### src/rtl/mtncl_stage_seq.sv
// Clocked sequencer for one MTNCL datapath: dual-rail encode, DATA/NULL wavefront supervision, result return.
// Optional rail-fault detection is enabled by defining MTNCL_SEQ_RAILCHK_EN.
module mtncl_stage_seq #(
    parameter int WIDTH       = 8,
    parameter int TIMEOUT     = 64,
    parameter int SYNC_STAGES = 2,
    parameter int RST_CYCLES  = 4
) (
    input  logic             clk,
    input  logic             rst_n,
    input  logic             in_valid,
    output logic             in_ready,
    input  logic [WIDTH-1:0] in_data,
    output logic             out_valid,
    input  logic             out_ready,
    output logic [WIDTH-1:0] out_data,
    output logic             out_err,
    output logic [WIDTH-1:0] dp_t,
    output logic [WIDTH-1:0] dp_f,
    output logic             dp_sleep,
    output logic             dp_rst,
    input  logic [WIDTH-1:0] res_t,
    input  logic [WIDTH-1:0] res_f
);

    localparam logic [2:0] ST_RST_DP = 3'd0;
    localparam logic [2:0] ST_IDLE   = 3'd1;
    localparam logic [2:0] ST_DATA   = 3'd2;
    localparam logic [2:0] ST_NULL   = 3'd3;
    localparam logic [2:0] ST_OUT    = 3'd4;
    localparam logic [2:0] ST_ERR    = 3'd5;

    localparam int TMO_W = (TIMEOUT > 1) ? $clog2(TIMEOUT) : 1;
    localparam int RST_W = (RST_CYCLES > 1) ? $clog2(RST_CYCLES) : 1;
    localparam logic [TMO_W-1:0] TMO_LAST = TMO_W'(TIMEOUT - 1);
    localparam logic [RST_W-1:0] RST_LAST = RST_W'(RST_CYCLES - 1);

    logic [2:0]       state_q, state_d;
    logic [TMO_W-1:0] tmo_cnt_q, tmo_cnt_d;
    logic [RST_W-1:0] rst_cnt_q, rst_cnt_d;
    logic [WIDTH-1:0] op_q, op_d;
    logic [WIDTH-1:0] result_q, result_d;

    logic             in_ready_d, out_valid_d, out_err_d, dp_sleep_d, dp_rst_d;
    logic [WIDTH-1:0] out_data_d, dp_t_d, dp_f_d;

    // Completion detection on the asynchronous result rails
    logic raw_complete;
    logic raw_null;
    logic [SYNC_STAGES-1:0] cmp_sync_q;
    logic [SYNC_STAGES-1:0] nul_sync_q;
    logic sync_complete;
    logic sync_null;
    logic sync_illegal;
    logic sync_ok;

    assign raw_complete  = &(res_t | res_f);
    assign raw_null      = ~|(res_t | res_f);
    assign sync_complete = cmp_sync_q[SYNC_STAGES-1];
    assign sync_null     = nul_sync_q[SYNC_STAGES-1];

    // Flags are stale until SYNC_STAGES cycles after the wavefront was launched
    assign sync_ok = (32'(tmo_cnt_q) >= 32'(SYNC_STAGES));

`ifdef MTNCL_SEQ_RAILCHK_EN
    logic raw_illegal;
    logic [SYNC_STAGES-1:0] ill_sync_q;

    assign raw_illegal  = |(res_t & res_f);
    assign sync_illegal = ill_sync_q[SYNC_STAGES-1];

    always_ff @(posedge clk) begin
        if (!rst_n) begin
            ill_sync_q <= '0;
        end else begin
            ill_sync_q <= {ill_sync_q[SYNC_STAGES-2:0], raw_illegal};
        end
    end
`else
    assign sync_illegal = 1'b0;
`endif

    always_ff @(posedge clk) begin
        if (!rst_n) begin
            cmp_sync_q <= '0;
            nul_sync_q <= '0;
        end else begin
            cmp_sync_q <= {cmp_sync_q[SYNC_STAGES-2:0], raw_complete};
            nul_sync_q <= {nul_sync_q[SYNC_STAGES-2:0], raw_null};
        end
    end

    always_comb begin
        state_d   = state_q;
        tmo_cnt_d = tmo_cnt_q;
        rst_cnt_d = rst_cnt_q;
        op_d      = op_q;
        result_d  = result_q;
        case (state_q)
            ST_RST_DP: begin
                if (rst_cnt_q == RST_LAST) begin
                    state_d = ST_IDLE;
                end else begin
                    rst_cnt_d = rst_cnt_q + 1'b1;
                end
            end
            ST_IDLE: begin
                if (in_valid && in_ready) begin
                    op_d    = in_data;
                    state_d = ST_DATA;
                end
            end
            ST_DATA: begin
                if (sync_illegal) begin
                    state_d = ST_ERR;
                end else if (sync_ok && sync_complete) begin
                    // Rails are monotonic and held by the datapath, so res_t is stable here
                    result_d = res_t;
                    state_d  = ST_NULL;
                end else if (tmo_cnt_q == TMO_LAST) begin
                    state_d = ST_ERR;
                end else begin
                    tmo_cnt_d = tmo_cnt_q + 1'b1;
                end
            end
            ST_NULL: begin
                if (sync_illegal) begin
                    state_d = ST_ERR;
                end else if (sync_ok && sync_null) begin
                    state_d = ST_OUT;
                end else if (tmo_cnt_q == TMO_LAST) begin
                    state_d = ST_ERR;
                end else begin
                    tmo_cnt_d = tmo_cnt_q + 1'b1;
                end
            end
            ST_OUT: begin
                if (out_ready) begin
                    state_d = ST_IDLE;
                end
            end
            ST_ERR: begin
                if (out_ready) begin
                    state_d = ST_RST_DP;
                end
            end
            default: begin
                state_d = ST_RST_DP;
            end
        endcase
        if (state_d != state_q) begin
            tmo_cnt_d = '0;
            rst_cnt_d = '0;
        end
    end

    // Outputs are registered copies decoded from the next state
    always_comb begin
        in_ready_d  = (state_d == ST_IDLE);
        out_valid_d = (state_d == ST_OUT) || (state_d == ST_ERR);
        out_err_d   = (state_d == ST_ERR);
        out_data_d  = (state_d == ST_OUT) ? result_d : '0;
        dp_sleep_d  = (state_d != ST_DATA);
        dp_rst_d    = (state_d == ST_RST_DP);
        dp_t_d      = (state_d == ST_DATA) ? op_d : '0;
        dp_f_d      = (state_d == ST_DATA) ? ~op_d : '0;
    end

    always_ff @(posedge clk) begin
        if (!rst_n) begin
            state_q   <= ST_RST_DP;
            tmo_cnt_q <= '0;
            rst_cnt_q <= '0;
            op_q      <= '0;
            result_q  <= '0;
            in_ready  <= 1'b0;
            out_valid <= 1'b0;
            out_err   <= 1'b0;
            out_data  <= '0;
            dp_t      <= '0;
            dp_f      <= '0;
            dp_sleep  <= 1'b1;
            dp_rst    <= 1'b1;
        end else begin
            state_q   <= state_d;
            tmo_cnt_q <= tmo_cnt_d;
            rst_cnt_q <= rst_cnt_d;
            op_q      <= op_d;
            result_q  <= result_d;
            in_ready  <= in_ready_d;
            out_valid <= out_valid_d;
            out_err   <= out_err_d;
            out_data  <= out_data_d;
            dp_t      <= dp_t_d;
            dp_f      <= dp_f_d;
            dp_sleep  <= dp_sleep_d;
            dp_rst    <= dp_rst_d;
        end
    end

endmodule

### config.mk
export PLATFORM = sky130hd
export DESIGN_NAME = mtncl_stage_seq
export DESIGN_NICKNAME = d
export VERILOG_FILES = /design/src/rtl/mtncl_stage_seq.sv
export SDC_FILE = /design/constraint.sdc
export NUM_CORES = 1
export LEC_CHECK = 0
export ABC_AREA = 1
export BUFFER_PORTS_ARGS = -buffer_cell sky130_fd_sc_hd__buf_2
export CELL_PAD_IN_SITES_DETAIL_PLACEMENT = 1
export CELL_PAD_IN_SITES_GLOBAL_PLACEMENT = 2
export CORE_UTILIZATION = 32
export CTS_CLUSTER_DIAMETER = 150
export DETAILED_ROUTE_END_ITERATION = 8
export PLACE_DENSITY_LB_ADDON = 0.1
export SYNTH_ARGS = -nofsm -noshare
export SYNTH_HDL_FRONTEND = slang
export SYNTH_SLANG_ARGS = --single-unit
### constraint.sdc
create_clock -name clk -period 4.45 [get_ports clk]
set_input_delay 0.2225 -clock clk [delete_from_list [all_inputs] [get_ports clk]]
set_output_delay 0.2225 -clock clk [all_outputs]
set_load 0.02 [all_outputs]
==> results.yml <==
synthesis:
  synth_seq_cells: 60
  post_synth.cell_area_avg_um2: 8.40
  seq_area_frac_synth: 0.520
  post_synth_inst_count: 275
  synthesis.yosys.warnings: 0
  post_synthesis_instance_area_um2: 2310
  number_of_distinct_library_cell_variants_in_the_gate_level_netlist_after_synthesis: 31
  post_synthesis_net_count: 306
die:
  die_height_um: 87.0
  floorplan.die_area_um2: 7570
  die_x_um: 87.0
  rows: 30
  floorplan.initialDensity: 0.336
  core-area_um2: 6870
  boundaryPins: 57
placement:
  placement.setup.worst_slack_ns: 2.26
  place.gp.congestion: 0.667
  port_buffers: 56
  hpwl_detailed_um: 3480
drt:
  initialDrtViolationCount: 73
  drc: 0
  detailroute.via_count: 1855
  antenna_violating_nets_post_route: 0
  detail_route.vias_per_cell: 4.25
  routed_wire_length_um: 4850
  detailedRoute.firstPassIterationCount: 4
  route.detailed.wl_per_inst_um: 11.1
power:
  static-leakage-power_nw: 1.48
  clkPwrFrac: 0.434
  power.combinational.fraction: 0.091
  power-per-cell-area_nw_per_um2: 413
  p_total_mw: 1.18
  sequentialPowerShare: 0.475
  cellInternalPower_uw: 899
  power.ir.vdd_worst_mv: 0.155
  switching_power_share_of_the_total: 0.241
  p_switching_uw: 286
worst_setup_path:
  cp-end-kind: "register"
  worst-endpoint-arrival_ns: 2.36
  timing_worst_setup_path_type: "register to register"
  required_ns: 4.67
  critical_path_maximum_fanout: 11
  startpoint_type: "register"
hold_path:
  hold_crit_path_type: "input port to register"
global_route:
  grt_max_degree: 22
  globalRouteOverflowTotal: 0
  grtUsageTotal: 0.145
  number_of_global_route_vias_before_repair: 1847
  grt_first_pass_wirelength_um: 8200
  antenna_found_initial: 0
timing:
  final_report_setup_violation_count: 0
  achievable-frequency_ghz: 0.467
  timing.final.crit_share: 0.481
  final_period_minus_worst_setup_slack_ns: 2.14
  finalMaxSlewViolations: 0
  fin_ws_ns: 2.31
  worst_clock_skew_ns: 0.00508
  fin_setup_tns_ns: 0
  grt_setup_unrepaired: "no"
  worst_relative_slew_slack: 0.543
  worst_pin_slew_ns: 0.684
  hold_violations: 0
clock_network:
  htree_num_levels: 3
  hold_buffers: 0
  post_cts_sizing: 0
  cts.sinks: 60
  postCtsSetupBuffers: 0
  cts_inserted_buffers: 9
  clock_tree.buffer_depth: 2
  cts.reportedPaths.clkPinSlew_ns: 0.07
  ctsRootBufferMaster: "clkbuf_8"
  clk_latency_ns: 0.33
  cts_tree: "done"
status:
  result_of_the_run: "completed"
final_layout:
  drive_gt1_frac: 0.297
  final_net_count: 367
  antennaDiodeCount: 0
  area_growth_pct: 24.3
flow_run:
  maxCapViolCount: 0
==> area by class of cell <==
class	instances	area (um2)
Fill cell	845	4000
Sequential cell	60	1200
Multi-Input combinational cell	167	903
Timing Repair Buffer	56	280
Clock buffer	12	165
Inverter	42	158
Tap cell	96	120
Clock inverter	3	43.8
==> critical path, stage by stage, from the launching register on <==
cell	delay, ns
dfxtp_1	0.37
inv_1	0.08
ha_1	0.19
nor2_1	0.11
nand3_2	0.12
nand3_2	0.27
nand2_1	0.13
nor2_2	0.31
nand2_1	0.09
nand2_1	0.08
inv_1	0.05
nand3_2	0.15
nor2_1	0.06
==> metrics by stage <==
stage / util / hold slack [ns] / instance area, um2 / cells
after floorplan: - / 0.316 / 2310 / 275
after global routing: 0.418 / 0.162 / 2870 / 436
after global placement: 0.388 / 0.395 / 2660 / 421
after detailed placement: 0.388 / 0.407 / 2660 / 421
final: 0.418 / 0.154 / 2870 / 436
after CTS: 0.418 / 0.143 / 2870 / 436
==> placed cells by master, fill, tap and decap left out <==
cell type / instances
a21boi_2: 1
a21oi_1: 2
buf_2: 56
bufinv_16: 1
clkbuf_8: 12
clkinv_2: 1
dfxtp_1: 60
ha_1: 3
inv_1: 41
inv_2: 1
inv_6: 1
mux2_2: 1
mux2i_1: 7
nand2_1: 36
nand2_2: 5
nand3_1: 5
nand3_2: 3
nand3_4: 1
nand4_1: 2
nand4_2: 1
nor2_1: 52
nor2_2: 11
nor2_4: 1
nor3_1: 4
nor4_1: 3
o2111ai_1: 1
o211ai_1: 1
o21ai_0: 15
o21ai_2: 1
o21bai_1: 1
or2_2: 4
xnor2_1: 2
xor2_1: 4
==> cells by family (layout without fill, tap and decap cells) <==
kind of cell             count (synthesis)  count (layout)  synth area share
buffers and inverters                   48             113            0.0893
XOR/XNOR                                 6               6            0.0227
flip-flops                              60              60             0.520
AO/OA/AOI/OAI                           22              22            0.0558
multiplexers                             8               8            0.0352
AND/OR/NAND/NOR                        128             128             0.261
adder cells (fa/ha/maj)                  3               3            0.0162
==> path summary, 6_finish.rpt <==
path                               end                 startpoint  depth (start not counted)  slack [ns]
min reg2reg   nul_sync_q[1]$_SDFF_PN0_   nul_sync_q[0]$_SDFF_PN0_                          2        0.42
max          tmo_cnt_q[5]$_SDFFE_PP0P_  tmo_cnt_q[0]$_SDFFE_PP0P_                         12        2.31
min           nul_sync_q[0]$_SDFF_PN0_                   res_f[1]                          4        0.15
max reg2reg  tmo_cnt_q[5]$_SDFFE_PP0P_  tmo_cnt_q[0]$_SDFFE_PP0P_                         12        2.31
==> power groups by stage <==
stage	registers, mW	logic (mW)	clock network [mW]
2_1_floorplan	0.577	0.0707	0
3_3_place_gp	0.574	0.106	0
3_5_place_dp	0.575	0.111	0
4_1_cts	0.562	0.112	0.535
5_1_grt	0.564	0.126	0.557
6_report	0.562	0.108	0.514
==> layer usage <==
layer | vias up | track usage | routed length (um)
met5 | - | 0 | 0
met4 | 0 | 0.0727 | 89
met3 | 6 | 0.0436 | 214
met2 | 40 | 0.223 | 2210
met1 | 844 | 0.184 | 2330
li1 | 965 | - | -
==> synth_stat cells <==
master / number / area share
nor2_1: 52 / 0.084
nand3_4: 1 / 0.0076
buf_4: 1 / 0.0032
nand4_1: 2 / 0.0054
xor2_1: 4 / 0.015
inv_1: 41 / 0.067
clkbuf_1: 2 / 0.0032
nand2_2: 5 / 0.014
mux2i_1: 7 / 0.030
nor2_4: 1 / 0.0049
o2111ai_1: 1 / 0.0038
inv_2: 1 / 0.0016
o211ai_1: 1 / 0.0032
nand2_1: 36 / 0.058
nor3_1: 4 / 0.0087
o21ai_2: 1 / 0.0038
nand3_1: 5 / 0.011
dfxtp_1: 60 / 0.52
nand3_2: 3 / 0.013
nor4_1: 3 / 0.0081
o21bai_1: 1 / 0.0032
nor2_2: 11 / 0.030
a21oi_1: 2 / 0.0043
xnor2_1: 2 / 0.0076
mux2_2: 1 / 0.0049
nand4_2: 1 / 0.0054
a21boi_2: 1 / 0.0049
buf_6: 3 / 0.015
o21ai_0: 15 / 0.032
ha_1: 3 / 0.016
or2_2: 4 / 0.011
==> registers in the layout (all words and copies together) (netlist names) <==
signal and count:
dp_rst 1, dp_f 8, nul_sync_q 2, dp_t 8, dp_sleep 1, tmo_cnt_q 6
out_valid 1, rst_cnt_q 2, result_q 8, out_err 1, in_ready 1, state_q 3
cmp_sync_q 2, out_data 8, op_q 8
Power figures use the tool's default switching activity.
